`src/rtl/pipe_pkg.sv`:
```
// -----------------------------------------------------------------------------
// pipe_pkg
//
// Shared definitions for the generic inter-stage pipeline register
// (pipe_stage_reg) and its helpers:
//   - default control/data bundle widths for each pipeline boundary
//     (IF/ID, ID/EX, EX/MEM, MEM/WB)
//   - bit offsets of the fields inside the control bundle
//   - the control value that represents a bubble (all zero)
// -----------------------------------------------------------------------------
package pipe_pkg;

  // ---------------------------------------------------------------------------
  // Per-boundary bundle widths
  // ---------------------------------------------------------------------------
  // IF/ID: no decoded control yet; a single "valid instruction" style bit.
  //        Data = Instruction(32) + PC(32).
  localparam int IFID_CTRL_W  = 1;
  localparam int IFID_DATA_W  = 64;

  // ID/EX: full control bundle.
  //        Data = PC(32) + RegData1(32) + RegData2(32) + Imm(32) + RegDest(5).
  localparam int IDEX_CTRL_W  = 8;
  localparam int IDEX_DATA_W  = 133;

  // EX/MEM: full control bundle.
  //        Data = ALUResult(32) + Instruction(32) + PC(32) + WriteData(32)
  //               + RegDest(5).
  localparam int EXMEM_CTRL_W = 8;
  localparam int EXMEM_DATA_W = 133;

  // MEM/WB: only the write-back controls survive (RegWrite, MemToReg).
  //        Data = ReadData(32) + ALUResult(32) + RegDest(5).
  localparam int MEMWB_CTRL_W = 3;
  localparam int MEMWB_DATA_W = 69;

  // ---------------------------------------------------------------------------
  // Control bundle layout (8-bit full bundle)
  //   [0]   MemRead
  //   [1]   MemWrite
  //   [2]   RegWrite
  //   [4:3] ByteSel
  //   [6:5] MemToReg
  //   [7]   spare
  // ---------------------------------------------------------------------------
  localparam int MEMREAD_BIT  = 0;
  localparam int MEMWRITE_BIT = 1;
  localparam int REGWRITE_BIT = 2;
  localparam int BYTESEL_LSB  = 3;
  localparam int BYTESEL_W    = 2;
  localparam int MEMTOREG_LSB = 5;
  localparam int MEMTOREG_W   = 2;

  typedef enum logic [1:0] {
    BYTESEL_WORD = 2'd0,
    BYTESEL_HALF = 2'd1,
    BYTESEL_BYTE = 2'd2
  } bytesel_e;

  typedef enum logic [1:0] {
    MEMTOREG_ALU = 2'd0,
    MEMTOREG_MEM = 2'd1,
    MEMTOREG_PC4 = 2'd2
  } memtoreg_e;

  // A bubble carries no side effects: every control bit is clear, so any
  // downstream stage may use the control bits without gating on valid.
  localparam int CTRL_BUBBLE = 0;

endpackage : pipe_pkg

```
`src/rtl/pipe_stage_reg_sat_counter.sv`:
```
// -----------------------------------------------------------------------------
// sat_counter
//
// Saturating up-counter with synchronous clear. Used by pipe_stage_reg to
// count stall cycles.
//
// Parameters:
//   CNT_W  counter width; the count sticks at 2^CNT_W-1
//
// Ports:
//   clk    in   rising-edge clock
//   rst    in   synchronous, active-high reset (count -> 0)
//   inc    in   increment request for this cycle
//   clr    in   synchronous clear; wins over inc on the same edge
//   count  out  current count (registered)
// -----------------------------------------------------------------------------
module sat_counter #(
  parameter int CNT_W = 16
) (
  input  logic             clk,
  input  logic             rst,
  input  logic             inc,
  input  logic             clr,
  output logic [CNT_W-1:0] count
);

  localparam logic [CNT_W-1:0] CNT_MAX = '1;

  logic [CNT_W-1:0] count_q;
  logic [CNT_W-1:0] count_d;

  // NOTE: every variable assigned in always_comb gets a default first, so no
  // path leaves it unassigned and no latch is inferred.
  always_comb begin
    count_d = count_q;
    if (clr) begin
      count_d = '0;
    end else if (inc && (count_q != CNT_MAX)) begin
      count_d = count_q + CNT_W'(1);
    end
  end

  // NOTE: state flops use non-blocking assignments so every flop samples the
  // pre-edge values, independent of statement order.
  always_ff @(posedge clk) begin
    if (rst) begin
      count_q <= '0;
    end else begin
      count_q <= count_d;
    end
  end

  assign count = count_q;

endmodule : sat_counter

```
`src/rtl/pipe_stage_reg.sv`:
```
// -----------------------------------------------------------------------------
// pipe_stage_reg
//
// Generic inter-stage pipeline register. Carries a control bundle and a data
// bundle between two pipeline stages with a valid/ready handshake, a
// synchronous flush that inserts a bubble, and a saturating stall counter.
//
// Build option:
//   PIPE_SKID_EN  when defined, adds one skid slot so that In_Ready is a
//                 registered signal with no combinational path from
//                 Out_Ready (capacity 2). When undefined, In_Ready is
//                 combinational (~Out_Valid | Out_Ready), capacity 1.
//
// Parameters:
//   CTRL_W  control bundle width (cleared on flush / when not valid)
//   DATA_W  data bundle width (held on flush)
//   CNT_W   stall counter width
//
// Ports:
//   Clock        in   rising-edge clock
//   Reset        in   synchronous, active-high reset
//   Flush        in   drop held entries, insert a bubble; blocks input
//   In_Valid     in   upstream entry valid
//   In_Ready     out  stage accepts an entry this cycle
//   In_Ctrl      in   control bundle in
//   In_Data      in   data bundle in
//   Out_Valid    out  output entry valid
//   Out_Ready    in   downstream accepts
//   Out_Ctrl     out  registered control bundle (0 whenever Out_Valid=0)
//   Out_Data     out  registered data bundle
//   Stall_Count  out  cycles with Out_Valid=1 and Out_Ready=0, saturating
//   Stall_Clr    in   synchronous clear of Stall_Count
// -----------------------------------------------------------------------------
module pipe_stage_reg
  import pipe_pkg::*;
#(
  parameter int CTRL_W = EXMEM_CTRL_W,
  parameter int DATA_W = EXMEM_DATA_W,
  parameter int CNT_W  = 16
) (
  input  logic              Clock,
  input  logic              Reset,
  input  logic              Flush,
  input  logic              In_Valid,
  output logic              In_Ready,
  input  logic [CTRL_W-1:0] In_Ctrl,
  input  logic [DATA_W-1:0] In_Data,
  output logic              Out_Valid,
  input  logic              Out_Ready,
  output logic [CTRL_W-1:0] Out_Ctrl,
  output logic [DATA_W-1:0] Out_Data,
  output logic [CNT_W-1:0]  Stall_Count,
  input  logic              Stall_Clr
);

  localparam logic [CTRL_W-1:0] CTRL_ZERO = CTRL_W'(CTRL_BUBBLE);

  // Output register
  logic              out_valid_q, out_valid_d;
  logic [CTRL_W-1:0] out_ctrl_q,  out_ctrl_d;
  logic [DATA_W-1:0] out_data_q,  out_data_d;

  logic xfer_in;
  logic xfer_out;

  assign xfer_in  = In_Valid & In_Ready;
  assign xfer_out = out_valid_q & Out_Ready;

`ifdef PIPE_SKID_EN
  // ---------------------------------------------------------------------------
  // Skid variant: capacity 2 (output register + skid slot)
  // ---------------------------------------------------------------------------
  logic              skid_valid_q, skid_valid_d;
  logic [CTRL_W-1:0] skid_ctrl_q,  skid_ctrl_d;
  logic [DATA_W-1:0] skid_data_q,  skid_data_d;

  // Ready depends only on the skid flop (and Flush), never on Out_Ready, so
  // the upstream timing path ends at this stage's flops.
  assign In_Ready = ~skid_valid_q & ~Flush;

  always_comb begin
    out_valid_d  = out_valid_q;
    out_ctrl_d   = out_ctrl_q;
    out_data_d   = out_data_q;
    skid_valid_d = skid_valid_q;
    skid_ctrl_d  = skid_ctrl_q;
    skid_data_d  = skid_data_q;

    if (Flush) begin
      // Both slots dropped; data bits are left as they are.
      out_valid_d  = 1'b0;
      out_ctrl_d   = CTRL_ZERO;
      skid_valid_d = 1'b0;
      skid_ctrl_d  = CTRL_ZERO;
    end else if (!out_valid_q || Out_Ready) begin
      // Output slot is free next cycle: the older skid entry goes first to
      // preserve order. In_Ready is low while the skid is full, so no new
      // entry can arrive in the same cycle.
      if (skid_valid_q) begin
        out_valid_d  = 1'b1;
        out_ctrl_d   = skid_ctrl_q;
        out_data_d   = skid_data_q;
        skid_valid_d = 1'b0;
        skid_ctrl_d  = CTRL_ZERO;
      end else if (xfer_in) begin
        out_valid_d = 1'b1;
        out_ctrl_d  = In_Ctrl;
        out_data_d  = In_Data;
      end else begin
        out_valid_d = 1'b0;
        out_ctrl_d  = CTRL_ZERO;
      end
    end else if (xfer_in) begin
      // Output is stalled: park the new entry in the skid slot.
      skid_valid_d = 1'b1;
      skid_ctrl_d  = In_Ctrl;
      skid_data_d  = In_Data;
    end
  end

  always_ff @(posedge Clock) begin
    if (Reset) begin
      skid_valid_q <= 1'b0;
      skid_ctrl_q  <= '0;
      skid_data_q  <= '0;
    end else begin
      skid_valid_q <= skid_valid_d;
      skid_ctrl_q  <= skid_ctrl_d;
      skid_data_q  <= skid_data_d;
    end
  end

`else
  // ---------------------------------------------------------------------------
  // Base variant: capacity 1, combinational ready
  // ---------------------------------------------------------------------------
  // Accept when empty or when the held entry leaves this cycle, which gives
  // back-to-back transfers with no bubble.
  assign In_Ready = (~out_valid_q | Out_Ready) & ~Flush;

  always_comb begin
    out_valid_d = out_valid_q;
    out_ctrl_d  = out_ctrl_q;
    out_data_d  = out_data_q;

    if (Flush) begin
      out_valid_d = 1'b0;
      out_ctrl_d  = CTRL_ZERO;
    end else if (xfer_in) begin
      out_valid_d = 1'b1;
      out_ctrl_d  = In_Ctrl;
      out_data_d  = In_Data;
    end else if (xfer_out) begin
      // Emptied slot shows a bubble: control cleared, data left in place.
      out_valid_d = 1'b0;
      out_ctrl_d  = CTRL_ZERO;
    end
  end
`endif

  always_ff @(posedge Clock) begin
    if (Reset) begin
      out_valid_q <= 1'b0;
      out_ctrl_q  <= '0;
      out_data_q  <= '0;
    end else begin
      out_valid_q <= out_valid_d;
      out_ctrl_q  <= out_ctrl_d;
      out_data_q  <= out_data_d;
    end
  end

  assign Out_Valid = out_valid_q;
  assign Out_Ctrl  = out_ctrl_q;
  assign Out_Data  = out_data_q;

  // ---------------------------------------------------------------------------
  // Stall counter: counts cycles where an entry is held but not taken.
  // Flush does not clear it; only Reset and Stall_Clr do.
  // ---------------------------------------------------------------------------
  logic stall_inc;

  assign stall_inc = out_valid_q & ~Out_Ready;

  sat_counter #(
    .CNT_W (CNT_W)
  ) u_stall_cnt (
    .clk   (Clock),
    .rst   (Reset),
    .inc   (stall_inc),
    .clr   (Stall_Clr),
    .count (Stall_Count)
  );

endmodule : pipe_stage_reg

```
`config.mk`:
```
export PLATFORM = sky130hd
export DESIGN_NAME = pipe_stage_reg
export DESIGN_NICKNAME = d
export VERILOG_FILES = /design/src/rtl/pipe_pkg.sv /design/src/rtl/pipe_stage_reg_sat_counter.sv /design/src/rtl/pipe_stage_reg.sv
export SDC_FILE = /design/constraint.sdc
export NUM_CORES = 1
export LEC_CHECK = 0
export ABC_CLOCK_PERIOD_IN_PS = 2550
export CORE_ASPECT_RATIO = 1.2
export CORE_MARGIN = 4
export CORE_UTILIZATION = 40
export CTS_CLUSTER_SIZE = 25
export DETAILED_ROUTE_END_ITERATION = 10
export DONT_BUFFER_PORTS = 1
export GPL_ROUTABILITY_DRIVEN = 0
export HOLD_SLACK_MARGIN = 0.1
export PLACE_DENSITY_LB_ADDON = 0.25
export REMOVE_ABC_BUFFERS = 1
export SLEW_MARGIN = 25
export SYNTH_ARGS = -nofsm -noshare
export SYNTH_HDL_FRONTEND = slang
export SYNTH_SLANG_ARGS = --single-unit
```
`constraint.sdc`:
```
create_clock -name Clock -period 2.55 [get_ports Clock]
set_input_delay 0.51 -clock Clock [delete_from_list [all_inputs] [get_ports Clock]]
set_output_delay 0.51 -clock Clock [all_outputs]
set_load 0.01 [all_outputs]
```
==> run_results.csv, run 1 <==
group,metric,value,unit
run_status,status,"finished clean",
global_routing,grt_first_pass_wirelength,23500,um
logic_synthesis,avgSynthCellArea,7.94,um^2
sta,hold_viol_final,0,
detailed_routing,vias,4767,
power,swShare,25.2,%
power,ir_worst_vdd,0.385,mV
floorplan,die_h,139,um
floorplan,num_rows,47,
sta,max_slew_margin,55.8,%
global_routing,grt_max_degree,137,
worst_setup_path,arrival,2340,ps
clocking,cts_tree,"built",
clocking,path_clk_slew,70,ps
logic_synthesis,synth_xor_area_share,0,%
sta,rsz0062_at_grt,"no",
sta,max_freq,490,MHz
clocking,htreeDepth,4,
worst_setup_path,crit_path_max_fanout,8,
power,p_int,0.00406,W
floorplan,io_pins,306,
global_routing,grt_pass1_vias,4524,
clocking,clock-sinks,158,
clocking,cts_resized,0,
detailed_routing,firstDrtPassIters,5,
logic_synthesis,seq_area_frac_synth,55.5,%
clocking,cts-root-buf,"clkbuf_16",
detailed_routing,drcViolationCount,0,
floorplan,die_x,117,um
logic_synthesis,syn_inst,717,
worst_setup_path,crit_path_end_kind,"flop",
power,combPwrFrac,4.1,%
logic_synthesis,synth_area_leader_cell,"dfxtp_1",
sta,finalSetupTns,0,ps
floorplan,start_util,41.0,%
sta,slew_violations,0,
min_path,min_path_type,"in2reg",
logic_synthesis,synth_simple_gate_area_share,24.5,%
final_layout,n_antenna_cell,0,
final_layout,fin_util,45.8,%
logic_synthesis,yosys-top-cells-area,"dfxtp_1 56%, nand2_1 19%, a21oi_1 13%",
clocking,cts_hold_buffers,0,
sta,post-route-min-period,2040,ps
power,p_sw,0.00137,W
detailed_routing,drt_iter0_drc,266,
logic_synthesis,synth_top_family_by_area,"simple AND/OR/NAND/NOR gates",
sta,worst_slew_pin_slew,663,ps
power,seq_power_share,49.6,%
global_routing,antenna_found_initial,0,
final_layout,nNetsFinal,837,
worst_setup_path,cp_data_required_time,2840,ps
floorplan,core-area,13900,um^2
detailed_routing,ant_nets,0,
logic_synthesis,synth_compound_area_share,15.5,%
detailed_routing,drt-total-wl,15800,um
final_layout,area_delta_synth_final,11.5,%
power,total_leakage_power,2.22,nW
final_layout,drive_above_1_share,6.27,%
clocking,clock_path_buffers,2,
sta,finClkSkew,11.4,ps
floorplan,design.die.area,16200,um^2
clocking,cts_setup_buffers,0,
logic_synthesis,synth_top_area_share,55.5,%
global_routing,overflow,0,
worst_setup_path,critPathLaunchType,"flop",
sta,min_period_over_period,80.0,%
worst_setup_path,critPathKind,"reg2reg",
global_routing,grt_use_total,18.1,%
detailed_routing,drt-wirelength-per-cell,18.1,um
clocking,clk_latency,410,ps
detailed_routing,via_per_inst,5.46,
power,power_density,855,nW/um^2
power,clkPwrFrac,46.3,%
logic_synthesis,yosys_warnings,0,
placement,dpl.hpwl,11300,um
logic_synthesis,ys_ff_latch,158,
logic_synthesis,synth_mux_area_share,0.351,%
logic_synthesis,synth_area,5700,um^2
placement,portBuffers,0,
logic_synthesis,synth_fa_ha_area_share,0.220,%
flow_run,cap_viol_max_count,0,
logic_synthesis,synthDistinctLibCells,36,
clocking,cts_made_buffers,17,
sta,setup_viol,0,
[routing by layer]
| layer | share of wire (%) | track usage [%] | vias to the layer above |
|---|---|---|---|
| li1 | - | - | 2319 |
| met4 | 2.0 | 6.64 | 0 |
| met5 | 0 | 0 | - |
| met3 | 12 | 7.81 | 26 |
| met2 | 51 | 31.9 | 219 |
| met1 | 35 | 18.7 | 2203 |
[through the flow]
| stage | hold WS [ps] | instance area, um^2 | setup WS (ps) | instances | power [W] |
|---|---|---|---|---|---|
| after floorplan | 474 | 5480 | -1270 | 666 | 0.00290 |
| after global placement | 486 | 5770 | 569 | 841 | 0.00296 |
| after detailed placement | 490 | 5770 | 535 | 841 | 0.00298 |
| after CTS | 138 | 6350 | 508 | 873 | 0.00551 |
| after global routing | 135 | 6350 | 367 | 873 | 0.00567 |
| final | 164 | 6350 | 510 | 873 | 0.00543 |
[cells by family after synthesis]
logic type	Yosys count
simple gates	335
compound gates	168
flops	158
buf+inv	53
mux	2
fa+ha+maj	1
[state kept, by name, indices dropped and copies added (netlist names)]
name / cells
Out_Valid: 1
Out_Ctrl: 8
Out_Data: 133
u_stall_cnt.count: 16
[path summary, 6_finish.rpt]
check / cells past startpoint / slack [ps] / startpoint / to
worst max-delay path: 4 / 510 / u_stall_cnt.count[0]$_SDFFE_PP0P_ / u_stall_cnt.count[14]$_SDFFE_PP0P_
worst min-delay path: 1 / 160 / Reset / Out_Data[87]$_SDFFE_PP0P_
worst max register to register: 4 / 510 / u_stall_cnt.count[0]$_SDFFE_PP0P_ / u_stall_cnt.count[14]$_SDFFE_PP0P_
worst min register to register: 2 / 500 / Out_Data[118]$_SDFFE_PP0P_ / Out_Data[118]$_SDFFE_PP0P_
[Yosys cell counts (all sizes together)]
master / count
a311oi: 1
nor3: 1
a21oi: 151
or4: 4
nand2b: 1
or3: 4
and4: 1
nand2: 284
inv: 2
o21ai: 4
o311a: 1
ha: 1
o311ai: 2
o21bai: 1
nand4: 5
nor2b: 1
nor2: 9
o41ai: 3
or2: 2
and3: 1
a211oi: 2
nor4: 2
o31ai: 3
and4b: 1
clkbuf: 34
or4b: 1
and2: 1
nand3: 17
mux2i: 2
dfxtp: 158
buf: 17
[area by class of cell]
cell class	instances	area, um^2
fillers	1435	7530
flip-flops and latches	158	3160
multi-input cells	506	2330
repair buffers	4	55.1
inverters	2	7.51
well taps	171	214
clock buffers	18	439
clock inverters	14	145
[layout by cell type (no fill, tap or decap), types with 2 or more instances in the layout]
| cell | n |
|---|---|
| nand2_1 | 284 |
| dfxtp_1 | 158 |
| a21oi_1 | 151 |
| clkbuf_16 | 17 |
| nand3_1 | 16 |
| nor2_1 | 9 |
| inv_6 | 5 |
| or4_1 | 4 |
| o21ai_0 | 4 |
| or3_1 | 4 |
| inv_8 | 4 |
| nand4_1 | 3 |
| o31ai_1 | 3 |
| o41ai_1 | 3 |
| inv_1 | 2 |
| or2_2 | 2 |
| mux2i_1 | 2 |
| o311ai_0 | 2 |
| a211oi_1 | 2 |
| clkinv_2 | 2 |
| buf_12 | 2 |
| buf_4 | 2 |
[power by group through the flow]
stage / Combinational (W) / Clock (W) / Sequential [W]
6_report: 0.000225 / 0.00251 / 0.00269
3_3_place_gp: 0.000214 / 0 / 0.00275
5_1_grt: 0.000261 / 0.00270 / 0.00270
4_1_cts: 0.000228 / 0.00258 / 0.00270
3_5_place_dp: 0.000228 / 0 / 0.00275
2_1_floorplan: 0.000182 / 0 / 0.00272
[worst max-delay path, cell delays in order (launching register included)]
cell,delay [ps]
dfxtp_1,440
ha_1,350
nand4_1,230
or4b_4,560
o311a_1,350
Power figures use the tool's default switching activity.
==> run 2, diff against run 1 <==
- ABC_CLOCK_PERIOD_IN_PS: 2550 -> 2000
- clock period: 2.55 -> 2 ns (I/O delays scaled with it)
==> run 2 against run 1 <==
- sequential cell count did not move
- routed wire length up 10%
- critical path type unchanged
- fmax up 7.3%
- via count rose by 7.1%
- clock power up 21%
- sequential share of layout area decreased by 4.9 points
- setup slack worse by 410 ps
- sequential power grew 28%
- final cell count up 7.8%
- critical endpoint is now Out_Data[115]$_SDFFE_PP0P_
- clock skew down 2.4 ps
- first-iteration DRC count grew 45%
- worst hold slack worse by 46 ps
==> run_results.csv, run 2 (same netlist as run 1, synthesis figures left out) <==
group,metric,value,unit
run_status,status,"finished clean",
floorplan,die_h,139,um
floorplan,core-area,13900,um^2
worst_setup_path,worstSetupStartpoint,"Out_Valid$_SDFFE_PP0P_",
worst_setup_path,critPathLaunchType,"flop",
power,total_leakage_power,2.66,nW
final_layout,final_common_cell,"nand2_1",
worst_setup_path,crit_path_end_kind,"flop",
detailed_routing,vias,5104,
worst_setup_path,crit_path_max_fanout,51,
worst_setup_path,critPathKind,"reg2reg",
final_layout,fin_util,50.8,%
clocking,cts_tree,"built",
final_layout,area_delta_synth_final,23.7,%
placement,portBuffers,0,
detailed_routing,drt-total-wl,17300,um
sta,finalSetupTns,0,ps
sta,finClkSkew,8.99,ps
final_layout,nNetsFinal,906,
detailed_routing,drcViolationCount,0,
final_layout,fill_cells,1331,
worst_setup_path,arrival,2250,ps
global_routing,overflow,0,
detailed_routing,firstDrtPassIters,5,
detailed_routing,via_per_inst,5.42,
clocking,clk_latency,410,ps
sta,hold_viol_final,0,
clocking,clock_path_buffers,2,
sta,slew_violations,0,
final_layout,largest_reg_flops,133,
global_routing,grt_first_pass_wirelength,24400,um
sta,worst_slack,98.7,ps
global_routing,grt_use_total,18.9,%
worst_setup_path,crit_slowest_cell,"dlygate4sd3_1",
final_layout,drive_above_1_share,7.79,%
sta,setup_viol,0,
final_layout,fin_area,7050,um^2
worst_setup_path,worstReg2RegStart,"Out_Valid$_SDFFE_PP0P_",
sta,rsz0062_at_grt,"no",
final_layout,fin_cells,941,
floorplan,die_x,117,um
final_layout,layout_common_cells,"284 x nand2_1, 158 x dfxtp_1, 151 x a21oi_1, 53 x dlygate4sd3_1, 18 x clkbuf_16",
placement,place_area,5880,um^2
power,power_density,979,nW/um^2
detailed_routing,ant_nets,0,
clocking,clock-sinks,158,
clocking,cts-root-buf,"clkbuf_16",
final_layout,n_antenna_cell,0,
worst_setup_path,critPathMaxStageDelay,570,ps
global_routing,antenna_found_initial,0,
power,ir_worst_vdd,0.428,mV
sta,max_freq,526,MHz
sta,post-route-min-period,1900,ps
global_routing,grt_max_degree,137,
sta,min_period_over_period,95.1,%
placement,dpl.hpwl,11500,um
floorplan,num_rows,47,
min_path,min_from,"In_Data[56]",
detailed_routing,drt_iter0_drc,385,
global_routing,grt_pass1_vias,4793,
worst_setup_path,critical_path.cell_chain,"nand2b_2, and3_4, buf_12, nand2_1, a21oi_1, dlygate4sd3_1",
min_path,min_path_type,"in2reg",
flow_run,cap_viol_max_count,0,
clocking,cts_made_buffers,17,
detailed_routing,drt-wirelength-per-cell,18.4,um
clocking,path_clk_slew,60,ps
worst_setup_path,cp_data_required_time,2350,ps
floorplan,start_util,41.0,%
floorplan,io_pins,306,
clocking,htreeDepth,4,
placement,pre_cts_ws,191,ps
sta,worst_slew_pin_slew,506,ps
floorplan,design.die.area,16200,um^2
sta,max_slew_margin,65.9,%
placement,dp.cells,853,
run 2: cell count changes in the layout (fill, tap and decap cells not counted), sizes merged:
cell,previous run,this run
clkinv,3,9
inv,11,4
dlygate4sd3,0,53
clkbuf,18,19
buf,4,19
run 2: timing repair:
action,4_1_cts,5_1_grt
gates resized for setup,0,2
endpoints found under the hold margin,134,103
hold buffers,30,24
buffers inserted,0,2
setup endpoints to repair,0,27
run 2: worst paths after layout:
check,to,slack [ps],depth (start not counted)
worst max register to register,Out_Data[115]$_SDFFE_PP0P_,100,6
worst min register to register,Out_Data[12]$_SDFFE_PP0P_,510,2
worst min-delay path,Out_Data[56]$_SDFFE_PP0P_,120,2
worst max-delay path,Out_Data[115]$_SDFFE_PP0P_,100,6
run 2: worst max-delay path: cells and delay by family (launching register included):
family	cells	cell delay (ps)
buffers and inverters	2	800
AND/OR/NAND/NOR	3	510
flip-flops	1	350
AO/OA/AOI/OAI	1	150
run 2: stage by stage:
stage	total power (W)	hold slack (ps)
3_3_place_gp	0.00379	480
5_1_grt	0.00718	106
3_5_place_dp	0.00381	482
6_report	0.00690	118
4_1_cts	0.00690	32.0
2_1_floorplan	0.00370	469
run 2: routing by layer:
metal	vias up	global-route usage, %	wire [um]
met4	0	9.12	462
met5	-	0	0
met2	250	32.7	8920
li1	2447	-	-
met3	33	8.29	1930
met1	2374	19.2	6040
run 2: final cells by class:
class | instances | area [um^2] | share of cell area [%]
sequential | 158 | 3160 | 44.9
inverter | 2 | 7.51 | 0.107
clock buffer | 18 | 439 | 6.23
timing repair buffer | 73 | 776 | 11.0
clock inverter | 13 | 118 | 1.67
multi-input combinational | 506 | 2330 | 33.1
tap | 171 | 214 | 3.04
run 2: power by group:
part           internal, W  switching (W)  total (W)
Combinational     0.000182       0.000238   0.000420
Sequential         0.00328       0.000159    0.00344
Clock              0.00175        0.00130    0.00304
Total              0.00521        0.00169    0.00690
